==> config.mk <==
export PLATFORM = sky130hd
export DESIGN_NAME = matmul_axil_ctrl_v2
export DESIGN_NICKNAME = d
export VERILOG_FILES = /design/src/rtl/matmul_axil_ctrl_v2.sv
export SDC_FILE = /design/constraint.sdc
export NUM_CORES = 1
export LEC_CHECK = 0
export BUFFER_PORTS_ARGS = -buffer_cell sky130_fd_sc_hd__buf_2
export CORE_ASPECT_RATIO = 1.1
export CORE_MARGIN = 10
export CORE_UTILIZATION = 46
export CTS_CLUSTER_SIZE = 28
export DETAILED_ROUTE_END_ITERATION = 16
export GPL_ROUTABILITY_DRIVEN = 0
export HOLD_SLACK_MARGIN = 0.06
export PLACE_DENSITY = 0.78
export SYNTH_ARGS = -nofsm -noshare
export SYNTH_HDL_FRONTEND = slang
export SYNTH_SLANG_ARGS = --single-unit
==> constraint.sdc <==
create_clock -name s00_axi_aclk -period 2.9 [get_ports s00_axi_aclk]
set_clock_uncertainty 0.05 [all_clocks]
set_input_delay 0.145 -clock s00_axi_aclk [delete_from_list [all_inputs] [get_ports s00_axi_aclk]]
set_output_delay 0.145 -clock s00_axi_aclk [all_outputs]
set_load 0.02 [all_outputs]
==> src/rtl/matmul_axil_ctrl_v2.sv <==
// AXI4-Lite control/data front-end for the matrix-multiply engine: dimension and
// control registers, start/done handshake and a single shared A/B/C buffer port.
//
// write FSM state | meaning
//   W_IDLE        | waiting for awvalid and wvalid together
//   W_RESP        | bvalid held until bready
// read FSM state  | meaning
//   R_IDLE        | waiting for arvalid
//   R_DLY         | RDATA read lost the buffer port to a write; issue mem_re now
//   R_MEM         | buffer read in flight, capture mem_rdata
//   R_DATA        | rvalid held until rready
module matmul_axil_ctrl_v2 #(
  parameter int C_S00_AXI_DATA_WIDTH = 32,
  parameter int C_S00_AXI_ADDR_WIDTH = 8,
  parameter int MAX_M                = 8,
  parameter int MAX_K                = 8,
  parameter int MAX_N                = 8,
  parameter int MEM_ADDR_W           = 8,
  parameter int DIM_W                = 8
) (
  input  logic                                s00_axi_aclk,
  input  logic                                s00_axi_areset,
  input  logic [C_S00_AXI_ADDR_WIDTH-1:0]     s00_axi_awaddr,
  input  logic [2:0]                          s00_axi_awprot,
  input  logic                                s00_axi_awvalid,
  output logic                                s00_axi_awready,
  input  logic [C_S00_AXI_DATA_WIDTH-1:0]     s00_axi_wdata,
  input  logic [(C_S00_AXI_DATA_WIDTH/8)-1:0] s00_axi_wstrb,
  input  logic                                s00_axi_wvalid,
  output logic                                s00_axi_wready,
  output logic [1:0]                          s00_axi_bresp,
  output logic                                s00_axi_bvalid,
  input  logic                                s00_axi_bready,
  input  logic [C_S00_AXI_ADDR_WIDTH-1:0]     s00_axi_araddr,
  input  logic [2:0]                          s00_axi_arprot,
  input  logic                                s00_axi_arvalid,
  output logic                                s00_axi_arready,
  output logic [C_S00_AXI_DATA_WIDTH-1:0]     s00_axi_rdata,
  output logic [1:0]                          s00_axi_rresp,
  output logic                                s00_axi_rvalid,
  input  logic                                s00_axi_rready,
  output logic                                eng_start,
  input  logic                                eng_done,
  output logic [DIM_W-1:0]                    eng_m,
  output logic [DIM_W-1:0]                    eng_k,
  output logic [DIM_W-1:0]                    eng_n,
  output logic [1:0]                          mem_sel,
  output logic [MEM_ADDR_W-1:0]               mem_addr,
  output logic [C_S00_AXI_DATA_WIDTH-1:0]     mem_wdata,
  output logic                                mem_we,
  output logic                                mem_re,
  input  logic [C_S00_AXI_DATA_WIDTH-1:0]     mem_rdata,
  output logic                                irq
);

  localparam int DW = C_S00_AXI_DATA_WIDTH;
  localparam int AW = C_S00_AXI_ADDR_WIDTH;
  localparam int RW = AW - 2;

  localparam logic [RW-1:0] A_CTRL   = RW'(0);
  localparam logic [RW-1:0] A_STATUS = RW'(1);
  localparam logic [RW-1:0] A_M      = RW'(2);
  localparam logic [RW-1:0] A_K      = RW'(3);
  localparam logic [RW-1:0] A_N      = RW'(4);
  localparam logic [RW-1:0] A_ADDR   = RW'(5);
  localparam logic [RW-1:0] A_WDATA  = RW'(6);
  localparam logic [RW-1:0] A_RDATA  = RW'(7);

  localparam logic [1:0] RESP_OKAY   = 2'b00;
  localparam logic [1:0] RESP_SLVERR = 2'b10;

  typedef enum logic {W_IDLE, W_RESP} w_state_t;
  typedef enum logic [1:0] {R_IDLE, R_DLY, R_MEM, R_DATA} r_state_t;

  w_state_t w_state, w_next;
  r_state_t r_state, r_next;

  logic [1:0]            sel_q;
  logic                  auto_inc_q, irq_en_q;
  logic                  busy_q, done_q, err_q;
  logic [DIM_W-1:0]      m_q, k_q, n_q;
  logic [MEM_ADDR_W-1:0] addr_q;
  logic                  start_q, irq_q;
  logic [1:0]            bresp_q, rresp_q;
  logic [DW-1:0]         rdata_q;

  logic [RW-1:0] wa, ra;
  logic          wr_acc, rd_acc;
  logic          wr_slverr, wr_mem, start_go, start_err;
  logic          mem_re_c;
  logic [DW-1:0] rd_mux;

  logic unused_ok;
  assign unused_ok = ^{s00_axi_awprot, s00_axi_arprot, s00_axi_wstrb,
                       s00_axi_awaddr[1:0], s00_axi_araddr[1:0]};

  assign wa = s00_axi_awaddr[AW-1:2];
  assign ra = s00_axi_araddr[AW-1:2];

  function automatic logic dim_ok(input logic [DW-1:0] v, input int max_v);
    return (v != '0) && (v <= DW'(max_v));
  endfunction

  // Write FSM
  always_ff @(posedge s00_axi_aclk or posedge s00_axi_areset) begin
    if (s00_axi_areset) w_state <= W_IDLE;
    else                w_state <= w_next;
  end

  always_comb begin
    w_next = w_state;
    wr_acc = 1'b0;
    case (w_state)
      W_IDLE: if (s00_axi_awvalid && s00_axi_wvalid && !s00_axi_areset) begin
        wr_acc = 1'b1;
        w_next = W_RESP;
      end
      W_RESP: if (s00_axi_bready) w_next = W_IDLE;
    endcase
  end

  always_comb begin
    wr_slverr = 1'b0;
    wr_mem    = 1'b0;
    start_go  = 1'b0;
    start_err = 1'b0;
    if (wr_acc) begin
      case (wa)
        A_CTRL: begin
          start_go  = s00_axi_wdata[0] && !busy_q;
          start_err = s00_axi_wdata[0] && busy_q;
        end
        A_M:     wr_slverr = !dim_ok(s00_axi_wdata, MAX_M);
        A_K:     wr_slverr = !dim_ok(s00_axi_wdata, MAX_K);
        A_N:     wr_slverr = !dim_ok(s00_axi_wdata, MAX_N);
        A_WDATA: begin
          if (busy_q || sel_q == 2'd3) wr_slverr = 1'b1;
          else                         wr_mem    = 1'b1;
        end
        default: ;
      endcase
    end
  end

  // Read FSM
  always_ff @(posedge s00_axi_aclk or posedge s00_axi_areset) begin
    if (s00_axi_areset) r_state <= R_IDLE;
    else                r_state <= r_next;
  end

  always_comb begin
    r_next   = r_state;
    rd_acc   = 1'b0;
    mem_re_c = 1'b0;
    case (r_state)
      R_IDLE: if (s00_axi_arvalid && !s00_axi_areset) begin
        rd_acc = 1'b1;
        if (ra == A_RDATA && !busy_q) begin
          // a same-cycle buffer write owns the port; the read goes next cycle
          if (wr_mem) r_next = R_DLY;
          else begin
            mem_re_c = 1'b1;
            r_next   = R_MEM;
          end
        end else begin
          r_next = R_DATA;
        end
      end
      R_DLY: begin
        mem_re_c = 1'b1;
        r_next   = R_MEM;
      end
      R_MEM:  r_next = R_DATA;
      R_DATA: if (s00_axi_rready) r_next = R_IDLE;
    endcase
  end

  always_comb begin
    rd_mux = '0;
    case (ra)
      A_CTRL:   rd_mux = DW'({irq_en_q, auto_inc_q, sel_q, 2'b00});
      A_STATUS: rd_mux = DW'({err_q, busy_q, done_q, 1'b0});
      A_M:      rd_mux = DW'(m_q);
      A_K:      rd_mux = DW'(k_q);
      A_N:      rd_mux = DW'(n_q);
      A_ADDR:   rd_mux = DW'(addr_q);
      default:  rd_mux = '0;
    endcase
  end

  always_ff @(posedge s00_axi_aclk or posedge s00_axi_areset) begin
    if (s00_axi_areset) begin
      sel_q      <= '0;
      auto_inc_q <= 1'b0;
      irq_en_q   <= 1'b0;
      busy_q     <= 1'b0;
      done_q     <= 1'b0;
      err_q      <= 1'b0;
      m_q        <= DIM_W'(1);
      k_q        <= DIM_W'(1);
      n_q        <= DIM_W'(1);
      addr_q     <= '0;
      start_q    <= 1'b0;
      irq_q      <= 1'b0;
      bresp_q    <= RESP_OKAY;
      rresp_q    <= RESP_OKAY;
      rdata_q    <= '0;
    end else begin
      start_q <= start_go;
      irq_q   <= done_q & irq_en_q;

      if (wr_acc) begin
        bresp_q <= wr_slverr ? RESP_SLVERR : RESP_OKAY;
        case (wa)
          A_CTRL: begin
            sel_q      <= s00_axi_wdata[3:2];
            auto_inc_q <= s00_axi_wdata[4];
            irq_en_q   <= s00_axi_wdata[5];
          end
          A_M: if (!wr_slverr) m_q <= s00_axi_wdata[DIM_W-1:0];
          A_K: if (!wr_slverr) k_q <= s00_axi_wdata[DIM_W-1:0];
          A_N: if (!wr_slverr) n_q <= s00_axi_wdata[DIM_W-1:0];
          default: ;
        endcase
      end

      if (wr_acc && wa == A_ADDR)
        addr_q <= s00_axi_wdata[MEM_ADDR_W-1:0];
      else if (auto_inc_q && (wr_mem || mem_re_c))
        addr_q <= addr_q + 1'b1;

      // eng_done must not be lost to a coincident clear
      if (eng_done)                                           done_q <= 1'b1;
      else if (start_go)                                      done_q <= 1'b0;
      else if (wr_acc && wa == A_STATUS && s00_axi_wdata[1])  done_q <= 1'b0;

      if (start_go)      busy_q <= 1'b1;
      else if (eng_done) busy_q <= 1'b0;

      if (wr_slverr || start_err)                             err_q <= 1'b1;
      else if (wr_acc && wa == A_STATUS && s00_axi_wdata[3])  err_q <= 1'b0;

      if (rd_acc) begin
        rdata_q <= rd_mux;
        rresp_q <= (ra == A_RDATA && busy_q) ? RESP_SLVERR : RESP_OKAY;
      end else if (r_state == R_MEM) begin
        rdata_q <= mem_rdata;
      end
    end
  end

  assign s00_axi_awready = wr_acc;
  assign s00_axi_wready  = wr_acc;
  assign s00_axi_bvalid  = (w_state == W_RESP);
  assign s00_axi_bresp   = bresp_q;
  assign s00_axi_arready = rd_acc;
  assign s00_axi_rvalid  = (r_state == R_DATA);
  assign s00_axi_rresp   = rresp_q;
  assign s00_axi_rdata   = rdata_q;

  assign eng_start = start_q;
  assign eng_m     = m_q;
  assign eng_k     = k_q;
  assign eng_n     = n_q;
  assign mem_sel   = sel_q;
  assign mem_addr  = addr_q;
  assign mem_wdata = wr_mem ? s00_axi_wdata : '0;
  assign mem_we    = wr_mem;
  assign mem_re    = mem_re_c;
  assign irq       = irq_q;

endmodule

# Yosys cells after proc, flatten, opt, wreduce, memory -nomap -nowiden
# Index checks and enable logic that the tools add are counted.
[op_classes]
add_sub_neg = 1
order_cmp = 1
n_eq_ne = 18
n_mux = 40
bitwise = 3
reduce_logical = 34
[op_table]
columns = ["cell", "count"]
rows = [
  ["$mux 32", 3],
  ["$pmux 8 s6", 1],
  ["$eq 6x3->1 const B", 6],
  ["$le 32x4->1 const B", 1],
  ["$reduce_bool 32->1", 1],
  ["$eq 6x2->1 const B", 4],
  ["$mux 1", 24],
  ["$mux 8", 2],
  ["$logic_and 1x1->1", 13],
  ["$eq 6x1->1 const B", 2],
  ["$logic_not 6->1", 2],
  ["$mux 2", 6],
  ["$reduce_and 3->1", 3],
  ["$add 8x1->8 const B", 1],
  ["$pmux 2 s4", 1],
  ["$reduce_bool 2->1", 4],
  ["$eq 2x2->1 const B", 3],
  ["$pmux 1 s2", 3],
  ["$reduce_and 2->1", 2],
  ["$logic_not 1->1", 3],
  ["$logic_or 1x1->1", 3],
  ["$reduce_bool 3->1", 1],
  ["$reduce_or 3->1", 1],
  ["$eq 2x1->1 const B", 1],
  ["other kinds (5)", 6],
]
[totals]
ff_bits = 80
out_inout_bits = 111
elab_cells = 114

# Depth between registers and ports, before layout
[logic_depth]
word_depth = 13
ltp_mapped = 8
depth_no_buf = 8

# Worst setup path after synthesis
# Ideal clock, no wire load.
[synth_path]
path_kind = "input port to flip-flop"
start = "input port s00_axi_areset"
end = "register addr_q[1], in the netlist mem_addr[1]"
arrival_ps = 2912
t_required_ps = 2713
slack_ps = -199
path_stages = 7
path_buffers = 0
cell_sequence = "inv_1 > nand3_1 > clkinv_1 > a31oi_2 > a21boi_2 > mux2i_1 > a21oi_1"
[synth_between]
elab_chain_cells = 12
word_cells_on_any_way = 15
cone_classes = "mux: 8; reduce/logical: 7"
[synth_rtl]
columns = ["item", "line_no", "source"]
rows = [
  ["start, declared", "22", "input logic s00_axi_areset,"],
  ["$logic_not 1->1 (no line) (*)", "n/a", ""],
  ["$logic_and 1x1->1", "114", "W_IDLE: if (s00_axi_awvalid && s00_axi_wvalid && !s00_axi_areset) begin"],
  ["$mux 1", "114", ""],
  ["$mux 1", "113", "case (w_state)"],
  ["$mux 1", "127", "if (wr_acc) begin"],
  ["$mux 1", "160", "if (wr_mem) r_next = R_DLY;"],
  ["$mux 1", "158", "if (ra == A_RDATA && !busy_q) begin"],
  ["$mux 1", "156", "R_IDLE: if (s00_axi_arvalid && !s00_axi_areset) begin"],
  ["$pmux 1 s2", "155", "case (r_state)"],
  ["$logic_or 1x1->1", "229", "else if (auto_inc_q && (wr_mem || mem_re_c))"],
  ["$logic_and 1x1->1", "229", ""],
  ["$reduce_bool 2->1 (no line)", "n/a", ""],
  ["end signal, assigned", "228", "addr_q <= s00_axi_wdata[MEM_ADDR_W-1:0];"],
  ["end signal, assigned", "230", "addr_q <= addr_q + 1'b1;"],
  ["end, declared", "82", "logic [MEM_ADDR_W-1:0] addr_q;"],
]
# Every way passes the cells marked *; elsewhere a longest branch is shown, timed or not.
# A chain may end at the register's enable or synchronous reset.

# Worst setup path after layout
[layout_path]
start = "register w_state, in the netlist s00_axi_bvalid"
end = "output port mem_wdata[3]"
[layout_between]
elab_chain_cells = 3
[layout_rtl]
columns = ["item", "line_no", "source"]
rows = [
  ["start, declared", "75", "w_state_t w_state, w_next;"],
  ["start signal, assigned", "107", "else w_state <= w_next;"],
  ["$mux 1", "113", ""],
  ["$mux 1", "127", ""],
  ["$mux 32", "267", "assign mem_wdata = wr_mem ? s00_axi_wdata : '0;"],
  ["end, declared", "49", "output logic [C_S00_AXI_DATA_WIDTH-1:0] mem_wdata,"],
]
# No other way between the ends.

==> impl_metrics.tcl <==
set metrics [dict create \
    place_ws_ns 0.467 \
    synth_area_per_cell_um2 10.8 \
    most_common_cell_after_layout_fill_and_taps_aside "buf_2" \
    grt_use_total 0.198 \
    synthFlopType "dfrtp_1" \
    worst_setup_path_end_kind "output pin" \
    critical_setup_path_class "reg2out" \
    detail-route-antenna-nets 0 \
    hold_violations 0 \
    asyncSetResetFlopFracSynth 1.00 \
    h-tree-depth 3 \
    maxSlewViolCount 0 \
    wl_per_cell_um 18.9 \
    finish.instance_area_um2 5770 \
    synthSimpleGateAreaFrac 0.203 \
    cp_data_arrival_time_ns 2.38 \
    synthesis_warning_total 0 \
    area_growth_pct 38.7 \
    synthXorXnorAreaFrac 0.0169 \
    synth_cell_type_count 62 \
    drt_pass1_iterations 4 \
    detail_route.wirelength_mm 13.6 \
    rows 36 \
    dr.first_iter.drc_count 205 \
    port_buffers 192 \
    clk_pin_slew_worst_paths_ns 0.08 \
    fmaxAchievable_mhz 388 \
    timing.critical_path.cells "nand4bb_4 -> inv_1 -> nand4_2 -> clkinvlp_4 -> and2_1 -> buf_2" \
    max-cap-violations 0 \
    cts_root_buffer "clkbuf_8" \
    total_standard_cell_area_after_synthesis_um2 4160 \
    result_of_the_run "finished clean" \
    cts_tree "done" \
    num_io_pins 209 \
    grt_pass1_vias 4010 \
    cts.sinks 78 \
    clk-insertion-delay-late_ns 0.34 \
    placed_cells_incl_taps 674 \
    period_minus_slack_ns 2.58 \
    floorplan.die_area_um2 13200 \
    max-slew-margin-rel 0.362 \
    synth_compound_gate_area_share 0.0924 \
    grt.overflow.total 0 \
    final_net_count 707 \
    placement.cell_area_um2 5200 \
    drcViolationCount 0 \
    report.power.total_mw 4.09 \
    synth_top_family_by_area "simple AND/OR/NAND/NOR gates" \
    finalCritPeriodShare 0.889 \
    netlist_instances 384 \
    core_um2 8830 \
    power.density_nw_per_um2 708 \
    dp_hpwl_mm 10.3 \
    worstPathMaxFanout 34 \
    whs_ns 0.0978 \
    critPathLaunchType "flip-flop" \
    postLayoutSetupSlackWorst_ns 0.322 \
    largest_net_degree_at_the_start_of_global_routing 79 \
    post_route_cells_drive_above_1_share 0.433 \
    total_leakage_power_nw 3.03 \
    synth_enable_flop_cells 0 \
    grt_pass1_wl_mm 21.7 \
    cts_buffers 9 \
    reg2reg_setup_slack_ns 0.65 \
    antenna_found_initial 0 \
    die-height_um 120 \
    post_drt_via_cell_ratio 5.25 \
    rsz_0062_raised_after_global_routing "false" \
    critPathSlowestCell "clkinvlp_4" \
    worst_ir_drop_vdd_v 0.000325 \
    worst_hold_path_type "in2reg" \
    setup_viol_count_final 0 \
    initial_utilization 0.471 \
    synth_sequential_area_ratio 0.470 \
    layout_common_cells "buf_2 (192), dfrtp_1 (75), and2_1 (43), nor2_1 (37), dlygate4sd3_1 (33)" \
    cts-root-to-sink-buffers 2 \
    worst_path_largest_cell_delay_ns 0.47 \
    layout.core_utilization 0.653 \
    final_cells 723 \
    number_of_vias_after_detailed_routing 3799 \
    num_antenna_cells 0 \
    die_x_um 111 \
    ys_ff_latch 78 \
    fraction_of_the_mapped_netlist_area_in_adder_cells 0.0150 \
    mux_contribution_to_synthesized_area 0.167 \
    timing.setup.tns_ns 0 \
    timing.critical_path.required_ns 2.71 \
    worst_slew_pin_slew_ns 0.957 \
]
## cells by family (layout without fill, tap and decap cells)
family | count (synthesis) | after routing
AND/OR/NAND/NOR | 141 | 141
buffers and inverters | 31 | 255
AO/OA/AOI/OAI | 58 | 58
XOR/XNOR | 8 | 8
other | 1 | 2
adder cells (fa/ha/maj) | 5 | 5
flip-flops | 78 | 78
multiplexers | 62 | 62
## what timing repair did
| item | CTS | global route |
|---|---|---|
| resized for setup | 0 | 1 |
| setup buffers | 0 | 0 |
| setup endpoints to repair | 0 | 32 |
| hold buffers | 33 | 0 |
| hold endpoints to repair | 36 | 0 |
## Yosys cell counts, types with 2 or more instances
library cell	count	area share
dfrtp_1	75	0.45
xnor2_1	8	0.017
nand2b_1	4	0.0060
dfstp_2	3	0.019
mux2_4	4	0.014
nor3_1	4	0.0048
o21ai_0	9	0.011
a221oi_1	3	0.0063
a31o_2	2	0.0042
nand3_1	4	0.0048
nor2b_1	7	0.011
mux2_2	24	0.065
and2_1	43	0.065
clkbuf_1	10	0.0090
buf_2	6	0.0072
nand2_1	10	0.0090
nand4_1	5	0.0075
inv_1	8	0.0072
buf_4	3	0.0054
mux2i_1	32	0.077
a211oi_1	3	0.0054
and3_1	2	0.0030
and4_1	2	0.0042
buf_1	2	0.0018
a31oi_1	2	0.0030
nor4_1	8	0.012
ha_1	5	0.015
a222oi_1	3	0.0072
a21oi_1	23	0.028
mux4_2	2	0.011
nor2_1	37	0.033
## critical path, delay by kind of cell (launching register included)
family | cells | cell delay, ns
AND/OR/NAND/NOR | 3 | 0.82
buffers and inverters | 3 | 0.82
flip-flops | 1 | 0.40
## layout make-up
type | count | area (um^2)
inverters | 9 | 41.3
multi-input cells | 276 | 2070
clock inverters | 5 | 81.3
flip-flops and latches | 78 | 1960
fillers | 702 | 3060
clock buffers | 11 | 151
well taps | 114 | 143
repair buffers | 230 | 1330
## metal layers
layer	track usage	up-vias	share of wire	routed length, um
met5	0	-	0	0
met4	0.0480	0	0.0067	92
met3	0.0822	9	0.095	1290
met2	0.333	162	0.48	6590
met1	0.231	1821	0.42	5670
li1	-	1807	-	-
## report_power, final
group          total [mW]  switching [mW]  internal [mW]
combinational        1.64           0.982          0.663
clock               0.914           0.383          0.532
sequential           1.53           0.169           1.36
## registers in the layout, summed over array words and instances (netlist names)
register and cells:
auto_inc_q 1, eng_n 8, s00_axi_rresp 1, done_q 1
busy_q 1, err_q 1, mem_sel 2, r_state 2
eng_start 1, s00_axi_bvalid 1, eng_k 8, eng_m 8
mem_addr 8, s00_axi_bresp 1, irq_en_q 1, s00_axi_rdata 32
irq 1
## worst paths after layout
kind,cells past startpoint,end,startpoint
min in group asynchronous,3,eng_m[3],s00_axi_areset
hold / removal,3,s00_axi_rdata[2],mem_rdata[2]
hold reg to reg,2,s00_axi_rresp[1],s00_axi_rresp[1]
setup / recovery,6,mem_wdata[3],s00_axi_bvalid
max in group asynchronous,3,s00_axi_rdata[30],s00_axi_areset
setup reg to reg,6,r_state[1],s00_axi_bvalid
No activity file was read; power rests on OpenSTA's default activity.
